[src/rtl/signed_sum_accumulator.sv]
// Accumulates blocks of COUNT signed samples into a saturating ACC_W-bit total
// and presents each block total on a valid/ready output until it is consumed.
module signed_sum_accumulator #(
  parameter int DATA_W = 8,
  parameter int ACC_W  = 16,
  parameter int COUNT  = 4
) (
  input  logic              clk,
  input  logic              rst_n,
  input  logic              clear,
  input  logic [DATA_W-1:0] in_data,
  input  logic              in_valid,
  output logic              in_ready,
  output logic [ACC_W-1:0]  out_sum,
  output logic              out_sat,
  output logic              out_valid,
  input  logic              out_ready,
  output logic              busy
);

  localparam int CNT_W = 8;

  typedef enum logic [1:0] {IDLE, ACCUM, DONE} state_t;

  state_t             state_reg, state_next;
  logic [ACC_W-1:0]   acc_reg, acc_next;
  logic [CNT_W-1:0]   cnt_reg, cnt_next;
  logic               sat_reg, sat_next;
  logic [ACC_W-1:0]   out_sum_reg, out_sum_next;
  logic               out_sat_reg, out_sat_next;
  logic               out_valid_reg, out_valid_next;
  logic               busy_reg, busy_next;

  logic [ACC_W-1:0]   ext;
  logic [ACC_W-1:0]   raw;
  logic [ACC_W-1:0]   stepped;
  logic               ovf;
  logic               accept;
  logic               last;

  // Sign extension of the incoming sample to accumulator width.
  generate
    for (genvar gi = 0; gi < ACC_W; gi++) begin : g_ext
      if (gi < DATA_W) begin : g_low
        assign ext[gi] = in_data[gi];
      end else begin : g_high
        assign ext[gi] = in_data[DATA_W-1];
      end
    end
  endgenerate

  assign raw = acc_reg + ext;
  // Overflow only when both operands share a sign that the raw sum lost.
  assign ovf = (acc_reg[ACC_W-1] == ext[ACC_W-1]) && (raw[ACC_W-1] != acc_reg[ACC_W-1]);
  assign stepped = !ovf ? raw :
                   acc_reg[ACC_W-1] ? {1'b1, {(ACC_W-1){1'b0}}} : {1'b0, {(ACC_W-1){1'b1}}};

  assign in_ready = (state_reg != DONE);
  assign accept   = in_valid && in_ready;
  assign last     = (cnt_reg == CNT_W'(COUNT - 1));

  always_comb begin
    state_next     = state_reg;
    acc_next       = acc_reg;
    cnt_next       = cnt_reg;
    sat_next       = sat_reg;
    out_sum_next   = out_sum_reg;
    out_sat_next   = out_sat_reg;
    out_valid_next = out_valid_reg;
    if (clear) begin
      state_next     = IDLE;
      acc_next       = '0;
      cnt_next       = '0;
      sat_next       = 1'b0;
      out_valid_next = 1'b0;
    end else begin
      case (state_reg)
        IDLE, ACCUM: begin
          if (accept) begin
            if (last) begin
              state_next     = DONE;
              out_sum_next   = stepped;
              out_sat_next   = sat_reg | ovf;
              out_valid_next = 1'b1;
              acc_next       = '0;
              cnt_next       = '0;
              sat_next       = 1'b0;
            end else begin
              state_next = ACCUM;
              acc_next   = stepped;
              cnt_next   = cnt_reg + CNT_W'(1);
              sat_next   = sat_reg | ovf;
            end
          end
        end
        DONE: begin
          if (out_valid_reg && out_ready) begin
            state_next     = IDLE;
            out_valid_next = 1'b0;
          end
        end
        default: state_next = IDLE;
      endcase
    end
    busy_next = (state_next != IDLE);
  end

  always_ff @(posedge clk or negedge rst_n) begin
    if (!rst_n) begin
      state_reg     <= IDLE;
      acc_reg       <= '0;
      cnt_reg       <= '0;
      sat_reg       <= 1'b0;
      out_sum_reg   <= '0;
      out_sat_reg   <= 1'b0;
      out_valid_reg <= 1'b0;
      busy_reg      <= 1'b0;
    end else begin
      state_reg     <= state_next;
      acc_reg       <= acc_next;
      cnt_reg       <= cnt_next;
      sat_reg       <= sat_next;
      out_sum_reg   <= out_sum_next;
      out_sat_reg   <= out_sat_next;
      out_valid_reg <= out_valid_next;
      busy_reg      <= busy_next;
    end
  end

  assign out_sum   = out_sum_reg;
  assign out_sat   = out_sat_reg;
  assign out_valid = out_valid_reg;
  assign busy      = busy_reg;

endmodule

[config.mk]
export PLATFORM = sky130hd
export DESIGN_NAME = signed_sum_accumulator
export DESIGN_NICKNAME = d
export VERILOG_FILES = /design/src/rtl/signed_sum_accumulator.sv
export SDC_FILE = /design/constraint.sdc
export NUM_CORES = 1
export LEC_CHECK = 0
export BUFFER_PORTS_ARGS = -buffer_cell sky130_fd_sc_hd__buf_2
export CAP_MARGIN = 20
export CORE_UTILIZATION = 37
export CTS_CLUSTER_DIAMETER = 80
export DETAILED_ROUTE_END_ITERATION = 8
export HOLD_SLACK_MARGIN = 0.02
export PLACE_DENSITY = 0.52
export SLEW_MARGIN = 20
export SYNTH_ARGS = -nofsm -noshare
export SYNTH_HDL_FRONTEND = slang
export SYNTH_SLANG_ARGS = --single-unit
[constraint.sdc]
create_clock -name clk -period 5.1 [get_ports clk]
set_clock_uncertainty 0.05 [all_clocks]
set_input_delay 0 -clock clk [delete_from_list [all_inputs] [get_ports clk]]
set_output_delay 0 -clock clk [all_outputs]
set_load 0.01 [all_outputs]
---- Word-level counts from Yosys, hierarchy flattened ----
Index checks and enable logic that the tools add are counted.
W data, S select, Z words.
storage, ports and cells
  RAM bits ................................ 0
  output and inout bits ................... 20
  flip-flop bits (word level) ............. 46
  word-level logic and storage cells ...... 57
  bits of input ports ..................... 13
  latch bits .............................. 0
  memories ................................ 0
  memory bits (read-only) ................. 0
operators by class
  divide/modulo/power cells ............... 0
  bitwise logic cells ..................... 2
  equal/unequal tests ..................... 9
  reduce and logical (&&, ||, !) cells .... 12
  magnitude comparators ................... 0
  add/sub/neg operators ................... 2
  muxes and demuxes ....................... 24
  shifts and indexed selects .............. 0
  multipliers ............................. 0
operators by type and width
  kind                   count
  $mux W16               6
  $mux W8                4
  $add A16 B16 Y16       1
  $ne A3 B3 Y1 const B   3
  $add A8 B1 Y8 const B  1
  $eq A8 B2 Y1 const B   1
  $mux W1                8
  $mux W2                4
  $reduce_and A4 Y1      2
  $reduce_bool A2 Y1     3
  $pmux W2 S2            1
  $logic_and A1 B1 Y1    3
  $reduce_bool A3 Y1     1
  $eq A2 B1 Y1 const B   1
  $eq A2 B2 Y1 const B   1
  $logic_not A2 Y1       1
  $ne A2 B2 Y1 const B   1
  $pmux W1 S2            1
  $reduce_and A2 Y1      1
  $reduce_or A2 Y1       1
  $eq A1 B1 Y1           1
  $ne A1 B1 Y1           1
  $not A1 Y1             1
  $or A1 B1 Y1           1

---- Logic depth before layout (Yosys ltp) ----
Gate-level depths: netlist of the first run.
  word-level depth ........................ 8
  gate-level depth with buffers ........... 10
  depth with buffers taken out ............ 9

---- Worst setup path after synthesis of the first run ----
Ideal clock, no wire load.
  kind .................................... flip-flop to flip-flop
  start point ............................. reg acc_reg[0]
  end point ............................... reg acc_reg[14]
  period minus slack after synthesis ...... 2.460 ns
  arrival ................................. 2.284 ns
  stages on the path, launching flop included .. 10
  required time ........................... 4.924 ns
  path slack .............................. 2.640 ns
  buffers on the path ..................... 0
  library setup time ...................... 0.126 ns
  cells stage by stage .................... dfrtp_1 ha_1 fa_1 a21o_1 a221oi_2 nor3_1 mux2i_1 nor3_1 a211oi_1 a221o_1
on the way
  cells in the longest elaborated chain, start to end .. 8
RTL lines
  element                 line  text
  start, declared         26    logic [ACC_W-1:0] acc_reg, acc_next;
  start signal, assigned  120   acc_reg <= acc_next;
  $add A16 B16 Y16 (*)    52    assign raw = acc_reg + ext;
  $ne A1 B1 Y1            54    assign ovf = (acc_reg[ACC_W-1] == ext[ACC_W-1]) && (raw[ACC_W-1] != acc_reg[ACC_W-1]);
  $logic_and A1 B1 Y1     54
  $mux W16 (*)            55    assign stepped = !ovf ? raw :
  $mux W16 (*)            80    if (last) begin
  $mux W16 (*)            79    if (accept) begin
  $mux W16 (*)            77    case (state_reg)
  $mux W16 (*)            70    if (clear) begin
Every way passes the cells marked *; elsewhere a longest branch is shown, timed or not. The select of a mux whose other input is x is not followed.
A chain may end at the register's enable or synchronous reset.

---- Final worst setup path of the first run ----
  start point ............................. reg acc_reg[4]
  end point ............................... reg acc_reg[9]
The elaborated chain is that of the path after synthesis.

==> results of run 1 <==
==> cells in the mapped netlist, types with 3 or more instances <==
library cell  number
dfrtp_1           46
a21oi_1           31
nand2_1           29
nor2_1            24
o21ai_0           22
ha_1              16
nor3_1            15
o21ai_1           12
xor2_1            10
nand2b_1           8
nand3_1            7
a21boi_1           6
a22o_1             6
and3_1             6
buf_2              6
clkbuf_1           6
a21o_1             5
inv_1              5
xnor2_1            5
a221o_1            4
nand4_1            4
buf_6              3
nor2b_1            3
o21a_1             3
==> logic make-up after synthesis <==
group           Yosys count  share of synthesized area, %
compound gates          115                         25.43
simple gates            111                         19.26
flops                    46                         39.12
buf+inv                  20                         3.571
fa+ha+maj                17                         7.483
xor+xnor                 15                         4.464
mux                       2                        0.6803
==> placed cells by master (no fill, tap or decap), types with 2 or more instances in the layout <==
cell type	n
inv_1	5
mux2i_1	2
a211o_1	2
o21ai_0	22
a22o_1	6
dlygate4sd3_1	5
a21oi_2	2
o31ai_1	2
nand3_1	7
clkbuf_8	5
nand3b_1	2
xnor2_1	5
and3_1	6
a21o_1	5
nor2_1	24
nand2b_1	8
nor2b_1	3
and2_1	2
nor3_1	15
xor2_1	10
a211oi_1	2
buf_4	3
buf_2	31
a21oi_1	31
or2_2	2
dfrtp_1	46
nand2_1	29
a21boi_1	6
nand4_1	4
or3_1	2
o21ai_1	12
o21a_1	3
a31oi_1	2
ha_1	16
o21ai_2	2
a221o_1	4
==> path summary, 6_finish.rpt <==
kind	start	to	slack, ps	depth (start not counted)
max	acc_reg[4]	acc_reg[9]	2260	8
min	in_data[0]	acc_reg[0]	140	4
max reg2reg	acc_reg[4]	acc_reg[9]	2260	8
min reg2reg	acc_reg[12]	acc_reg[12]	440	2
max in group asynchronous	rst_n	out_sum[15]	4410	2
min in group asynchronous	rst_n	cnt_reg[5]	180	2
==> where the power goes <==
part	leakage (µW)	switching, µW	total, µW	internal [µW]
clock network	0.0000563	146	295	150
logic	0.000839	502	839	337
registers	0.000615	63.1	522	459
total	0.00151	711	1660	945
==> routing by layer <==
| layer | GRT usage (%) | wire length, µm | vias to the layer above |
|---|---|---|---|
| li1 | - | - | 1260 |
| met1 | 24.09 | 3553 | 1209 |
| met2 | 34.41 | 3620 | 36 |
| met3 | 3.685 | 203 | 6 |
| met4 | 5.423 | 75 | 0 |
| met5 | 0 | 0 | - |
==> critical path, cell delays in order, from the launching register on <==
cell and delay [ps]:
dfrtp_1 400, ha_1 350, a21o_1 230, a31o_1 230, o21ai_2 280, nand4_4 160, a21o_1 340, a21oi_2 490
o21ai_0 170
==> repair_timing <==
action	4_1_cts	5_1_grt
endpoints found under the hold margin	49	0
hold buffers	5	0
endpoints found under the setup margin	0	0
==> area by class of cell <==
class	instances	area, µm²
fill	757	4398
multi-input combinational	260	1687
sequential	46	1151
tap	102	127.6
inverter	5	18.77
clock buffer	5	68.82
timing repair buffer	39	227.7
clock inverter	3	48.80
==> stage by stage <==
| stage | total power [µW] | worst slack, ps | hold WS [ps] | utilization, % | cell area [µm²] |
|---|---|---|---|---|---|
| after floorplan | 1146 | 2640 | -345.6 | - | 2943 |
| after global placement | 1357 | 2304 | 215.9 | 40.88 | 3159 |
| after detailed placement | 1362 | 2310 | 209.5 | 40.88 | 3159 |
| after CTS | 1666 | 2292 | 112.8 | 43.05 | 3327 |
| after global routing | 1788 | 2126 | 155.4 | 43.09 | 3329 |
| final | 1656 | 2258 | 136.9 | 43.09 | 3329 |
==> metrics.yaml, run 1 <==
finalSetupTns_ps: 0
overflow: 0
ys.flop_type: "dfrtp_1"
path_class: "flop to flop"
status: "finished, final reports clean"
finalSetupViolCount: 0
via_per_inst: 5.459
clock.fmax_mhz: 351.9
initial_core_util_pct: 38.08
ir_drop_mv: 0.1974
grt_pass1_vias: 2463
async_flop_share_pct: 100.0
synth.top_cell.area_share_pct: 39.12
startpoint_type: "flop"
gp_congestion: 0.8734
grt_max_degree: 47
arrival_ps: 2970
syn_area_per_cell_um2: 9.027
dp_hpwl_um: 5150
fin_nets: 387
syn_inst: 326
drive_above_1_share_pct: 14.53
cts_root_buf: "clkbuf_8"
grt_use_total_pct: 19.45
synth_area_leaders: "dfrtp_1 (39%), ha_1 (6.8%), a21oi_1 (5.3%), o21ai_0 (3.7%), nand2_1 (3.7%)"
cts_buffers: 5
synth_area_leader_cell: "dfrtp_1"
yosysSeqAreaShare_pct: 39.12
io_pins: 33
die_h_um: 91.18
synth.distinct_cells: 57
num_vias: 2511
numPlacedInstances: 447
cts_resized: 0
synthesis.area_mm2: 0.002943
syn_to_final_growth_pct: 13.14
worst_slew_pin_slew_ps: 747.2
placementRows: 32
drv_cap: 0
cts_buffer_depth: 2
cts_setup_buffers: 0
dr.pass1.iters: 4
cts_num_sinks: 46
drt-total-wl_um: 7453
die_w_um: 91.18
drc: 0
clk-insertion-delay-late_ps: 310
fin_cells: 460
grt_pass1_wl_um: 12610
leakage_uw: 0.001510
ant_nets: 0
clk_pin_slew_ps: 100
fin_crit_ps: 2842
worstPathRequired_ps: 5230
worst_setup_path_end_kind: "flop"
design.core.area_mm2: 0.007727
port_buffers: 32
synthesis.nets: 356
final_hold_viol_count: 0
diodes: 0
antenna_found_initial: 0
synth_seq_cells: 46
htree_levels: 2
cp_max_fo: 11
slew_violations: 0
synth_edf_count: 0
finalCritPeriodShare_pct: 55.72
wl_per_cell_um: 16.20
slew_headroom_pct: 50.18
power-per-cell-area_mw_per_mm2: 497.4
hold_class: "input port to flop"
die_area_mm2: 0.008314
drt_iter0_drc: 114
cts_tree: "done"
ys_warn_count: 0
rsz0062_at_grt: "no"
Note: power is estimated with default switching activity, not from simulation.
==> inputs of run 2 (changes only) <==
- clock period: 5.1 -> 2.75 ns (I/O delays scaled with it)
==> metrics.yaml, run 2 (same netlist as run 1, synthesis figures left out) <==
leakage_uw: 0.001579  # +4.6%
overflow: 0  # unchanged
finalSetupTns_ps: 0  # unchanged
port_buffers: 32  # unchanged
fin_crit_ps: 2562  # -279.5 ps
fin_nets: 400  # +3.4%
slowest_stage: "dfrtp_1"
ir_drop_mv: 0.4086  # +110%
placementRows: 32  # unchanged
htree_levels: 2  # unchanged
die_w_um: 91.18  # unchanged
holdPathStages: 4  # unchanged
clk-insertion-delay-late_ps: 300  # about the same
ant_nets: 0  # unchanged
cpPeakStageDelay_ps: 390  # -100 ps
drv_cap: 0  # unchanged
drt_iter0_drc: 107  # -6.1%
finalSetupViolCount: 0  # unchanged
cp_max_fo: 12  # +1
clk_pin_slew_ps: 90  # about the same
layout_commonest_cell: "dfrtp_1"
grt_use_total_pct: 19.82  # +0.38 points
cts_root_buf: "clkbuf_8"
crit_chain: "ha_1 > a21o_1 > a31o_1 > o21ai_2 > nand4_4 > a21oi_2 > buf_4 > nor3_1 > a221o_1"
drt-total-wl_um: 7506  # +0.71%
num_vias: 2565  # +2.2%
clock.fmax_mhz: 390.3  # +11%
diodes: 0  # unchanged
arrival_ps: 2700  # -270 ps
die_area_mm2: 0.008314  # unchanged
grt_pass1_wl_um: 12970  # +2.8%
worstPathRequired_ps: 2890  # -2340 ps
cts_num_sinks: 46  # unchanged
path_class: "flop to flop"
setup_ws_ps: 187.7  # -2071 ps
power-per-cell-area_mw_per_mm2: 915.2  # +84%
die_h_um: 91.18  # unchanged
dp_hpwl_um: 5472  # +6.2%
cts_tree: "done"
gp_congestion: 0.8370  # -4.2%
slew_headroom_pct: 52.34  # +2.2 points
grt_pass1_vias: 2555  # +3.7%
hold_class: "input port to flop"
finalPower_uw: 3165  # +91%
status: "finished, final reports clean"
wl_per_cell_um: 15.87  # -2.1%
startpoint_type: "flop"
design.core.area_mm2: 0.007727  # unchanged
mostFrequentLayoutCells: "dfrtp_1 (46), buf_2 (32), a21oi_1 (31), nand2_1 (29), nor2_1 (24)"
worst_slew_pin_slew_ps: 713.2  # -34.02 ps
dr.pass1.iters: 4  # unchanged
initial_core_util_pct: 38.08  # unchanged
drive_above_1_share_pct: 17.52  # +3.0 points
final_hold_viol_count: 0  # unchanged
drc: 0  # unchanged
io_pins: 33  # unchanged
antenna_found_initial: 0  # unchanged
cts_setup_buffers: 0  # unchanged
via_per_inst: 5.423  # -0.66%
finalCritPeriodShare_pct: 93.17  # +37 points
cts_buffers: 5  # unchanged
pre_cts_ws_ps: 103.3  # -2207 ps
reg2reg_depth: 9  # +1
whs_ps: 107.6  # -29.33 ps
cts_buffer_depth: 2  # unchanged
grt_max_degree: 29  # -38%
syn_to_final_growth_pct: 17.52
worst_setup_path_end_kind: "flop"
slew_violations: 0  # unchanged
fillers: 762  # +0.66%
[run 2: layout make-up]
type	count	area [µm²]	share of cell area, %
sequential	46	1151	33.28
tap	102	127.6	3.690
timing repair buffer	52	347.8	10.06
clock buffer	6	72.57	2.098
inverter	5	18.77	0.5427
clock inverter	2	37.54	1.085
multi-input combinational	260	1703	49.24
[run 2: timing repair]
action,CTS,global route
hold endpoints to repair,30,0
resized for setup,0,2
setup endpoints to repair,0,3
hold buffers,5,0
[run 2: stage by stage]
step           std cells  area, µm²  utilization (%)
2_1_floorplan        326       2943                -
5_1_grt              473       3458            44.75
6_report             473       3458            44.75
3_5_place_dp         460       3282            42.47
3_3_place_gp         460       3282            42.47
4_1_cts              473       3442            44.54
[run 2: layer usage]
metal	vias to the layer above	wire length, µm	track usage [%]
met5	-	0	0
met4	0	122	5.556
met1	1233	3621	26.24
met3	8	197	3.685
met2	40	3566	33.08
li1	1284	-	-
[run 2: path summary, 6_finish.rpt]
path | endpoint | slack [ps] | start
worst max register to register | acc_reg[4] | 190 | acc_reg[4]
worst min-delay path | acc_reg[0] | 110 | in_data[0]
max in group asynchronous | out_sum[7] | 1710 | rst_n
worst min register to register | out_sum[15] | 430 | out_sum[15]
min in group asynchronous | cnt_reg[7] | 200 | rst_n
worst max-delay path | acc_reg[4] | 190 | acc_reg[4]
[run 2: report_power, final]
part,switching [µW],internal [µW],total [µW]
Sequential,113,852,965
Clock,243,272,515
Combinational,978,707,1690
Total,1330,1830,3170
[run 2: worst max-delay path, delay by kind of cell (launching register included)]
kind	cells	cell delay, ps
compound gates	5	1200
fa+ha+maj	1	340
buf+inv	1	210
flops	1	390
simple gates	2	260
==> inputs of run 3 (changes only) <==
- CORE_UTILIZATION: 37 -> 50
- PLACE_DENSITY: 0.52 -> 0.67
==> metrics.yaml, run 3 (same netlist as run 1, synthesis figures left out) <==
layout_commonest_cell: "dfrtp_1"
syn_to_final_growth_pct: 15.18
holdPathStages: 4  # unchanged
r2r-start: "acc_reg[0]"
fin_crit_ps: 2576  # +13.81 ps
grt_use_total_pct: 23.63  # +3.8 points
finalPower_uw: 3056  # -3.4%
placementRows: 27  # -16%
drc: 0  # unchanged
numPlacedInstances: 427  # -7.2%
fin_cells: 440  # -7.0%
port_buffers: 32  # unchanged
worst_setup_path_end_kind: "flop"
clkPwrFrac_pct: 14.0  # -2.3 points
pre_cts_ws_ps: 103.7  # +0.4910 ps
power_switching_uw: 1301  # -2.5%
whs_ps: 154.5  # +46.90 ps
dp_hpwl_um: 4906  # -10%
overflow: 0  # unchanged
cts_buffer_depth: 2  # unchanged
drive_above_1_share_pct: 17.66  # +0.14 points
cts_num_sinks: 46  # unchanged
ir_drop_mv: 0.5017  # +23%
status: "finished, final reports clean"
finalCritPeriodShare_pct: 93.68  # +0.50 points
initial_core_util_pct: 52.79  # +15 points
num_vias: 2560  # -0.19%
design.core.area_mm2: 0.005574  # -28%
intPower_uw: 1755  # -4.1%
setup_ws_ps: 173.9  # -13.81 ps
crit_chain: "ha_1 > fa_1 > a21o_1 > a221oi_4 > nor3_1 > mux2i_1 > nor3_2 > a211oi_1 > a221o_1"
slew_headroom_pct: 54.69  # +2.4 points
hold_class: "input port to flop"
grt_pass1_wl_um: 11540  # -11%
die_area_mm2: 0.006196  # -25%
worst_slew_pin_slew_ps: 678.0  # -35.18 ps
cts_root_buf: "clkbuf_8"
slew_violations: 0  # unchanged
drv_cap: 0  # unchanged
ant_nets: 0  # unchanged
leakage_uw: 0.001557  # -1.4%
gp_congestion: 0.8167  # -2.4%
postPlaceCellArea_mm2: 0.003209  # -2.2%
startpoint_type: "flop"
dr.pass1.iters: 5  # +1
cp_max_fo: 3  # -9
antenna_found_initial: 0  # unchanged
finalSetupViolCount: 0  # unchanged
arrival_ps: 2710  # about the same
whs_endpoint: "out_sum[0]"
drt-total-wl_um: 6747  # -10%
r2r_setup_slack_ps: 170  # about the same
cts_buffers: 5  # unchanged
cts_tree: "done"
die_w_um: 78.72  # -14%
die_h_um: 78.72  # -14%
drt_iter0_drc: 170  # +59%
htree_levels: 2  # unchanged
fin_area_mm2: 0.003390  # -2.0%
clk_pin_slew_ps: 90  # about the same
power-per-cell-area_mw_per_mm2: 901.7  # -1.5%
via_per_inst: 5.818  # +7.3%
grt_max_degree: 47  # +62%
hp-start: "in_data[0]"
switching_share_pct: 42.57  # +0.40 points
clock.fmax_mhz: 388.2  # -0.54%
reg2reg_depth: 9  # unchanged
diodes: 0  # unchanged
fin_nets: 397  # -0.75%
r2r_end: "acc_reg[14]"
mostFrequentLayoutCells: "dfrtp_1 (46), a21oi_1 (31), buf_2 (31), nand2_1 (29), nor2_1 (24)"
worstPathRequired_ps: 2880  # about the same
slowest_stage: "fa_1"
fillers: 509  # -33%
wl_per_cell_um: 15.33  # -3.4%
path_class: "flop to flop"
final_hold_viol_count: 0  # unchanged
pwr-share-comb_pct: 54.1  # +0.9 points
p_seq_share_pct: 31.8  # +1.3 points
clk-insertion-delay-late_ps: 290  # about the same
io_pins: 33  # unchanged
grt_pass1_vias: 2440  # -4.5%
cpPeakStageDelay_ps: 410  # +20 ps
run 3: cell count changes in the layout (fill, tap and decap cells not counted), sizes merged:
cell    previous run  this run
clkinv             0         1
buf               47        44
bufinv             1         0
run 3: what timing repair did:
item	CTS	global route
setup endpoints to repair	0	6
hold endpoints to repair	49	0
buffers inserted	0	0
resized for setup	0	5
hold buffers	5	0
run 3: routing by layer:
metal | vias to the layer above | track usage [%] | share of wire, %
met5 | - | 0 | 0
met4 | 0 | 5.926 | 1.0
met3 | 9 | 3.678 | 3.8
met2 | 54 | 38.09 | 45
met1 | 1224 | 33.23 | 50
li1 | 1273 | - | -
run 3: layout make-up:
cell class / count / area, µm² / share of cell area [%]
multi-input combinational: 260 / 1719 / 50.72
sequential: 46 / 1151 / 33.96
timing repair buffer: 49 / 315.3 / 9.302
tap: 72 / 90.09 / 2.658
clock buffer: 6 / 82.58 / 2.436
inverter: 5 / 18.77 / 0.5537
clock inverter: 2 / 12.51 / 0.3691
run 3: worst max path at each step:
| stage | slack (ps) | end | cells past startpoint | from |
|---|---|---|---|---|
| final | 170 | acc_reg[14] | 9 | acc_reg[0] |
| after global routing | -10 | acc_reg[14] | 9 | acc_reg[0] |
| after CTS | 90 | acc_reg[14] | 9 | acc_reg[0] |
| after detailed placement | 100 | acc_reg[14] | 9 | acc_reg[0] |
| after global placement | 170 | acc_reg[14] | 9 | acc_reg[0] |
| after floorplan | 290 | acc_reg[14] | 9 | acc_reg[0] |
run 3: through the flow:
| step | utilization, % | TNS, ps |
|---|---|---|
| 3_3_place_gp | 57.58 | 0 |
| 4_1_cts | 60.18 | 0 |
| 5_1_grt | 60.81 | -13.06 |
| 2_1_floorplan | - | 0 |
| 3_5_place_dp | 57.58 | 0 |
| 6_report | 60.81 | 0 |
run 3: worst max-delay path, delay by kind of cell, from the launching register on:
family,cells,cell delay (ps)
compound gates,4,890
fa+ha+maj,2,620
flops,1,390
mux,1,140
simple gates,2,380
run 3: power groups by stage:
stage               combinational [µW]  sequential (µW)  clock (µW)
global route                      1840              997         468
global placement                  1570              984           0
floorplan                         1140              989           0
CTS                               1610              975         442
finish                            1650              973         428
detailed placement                1600              988           0
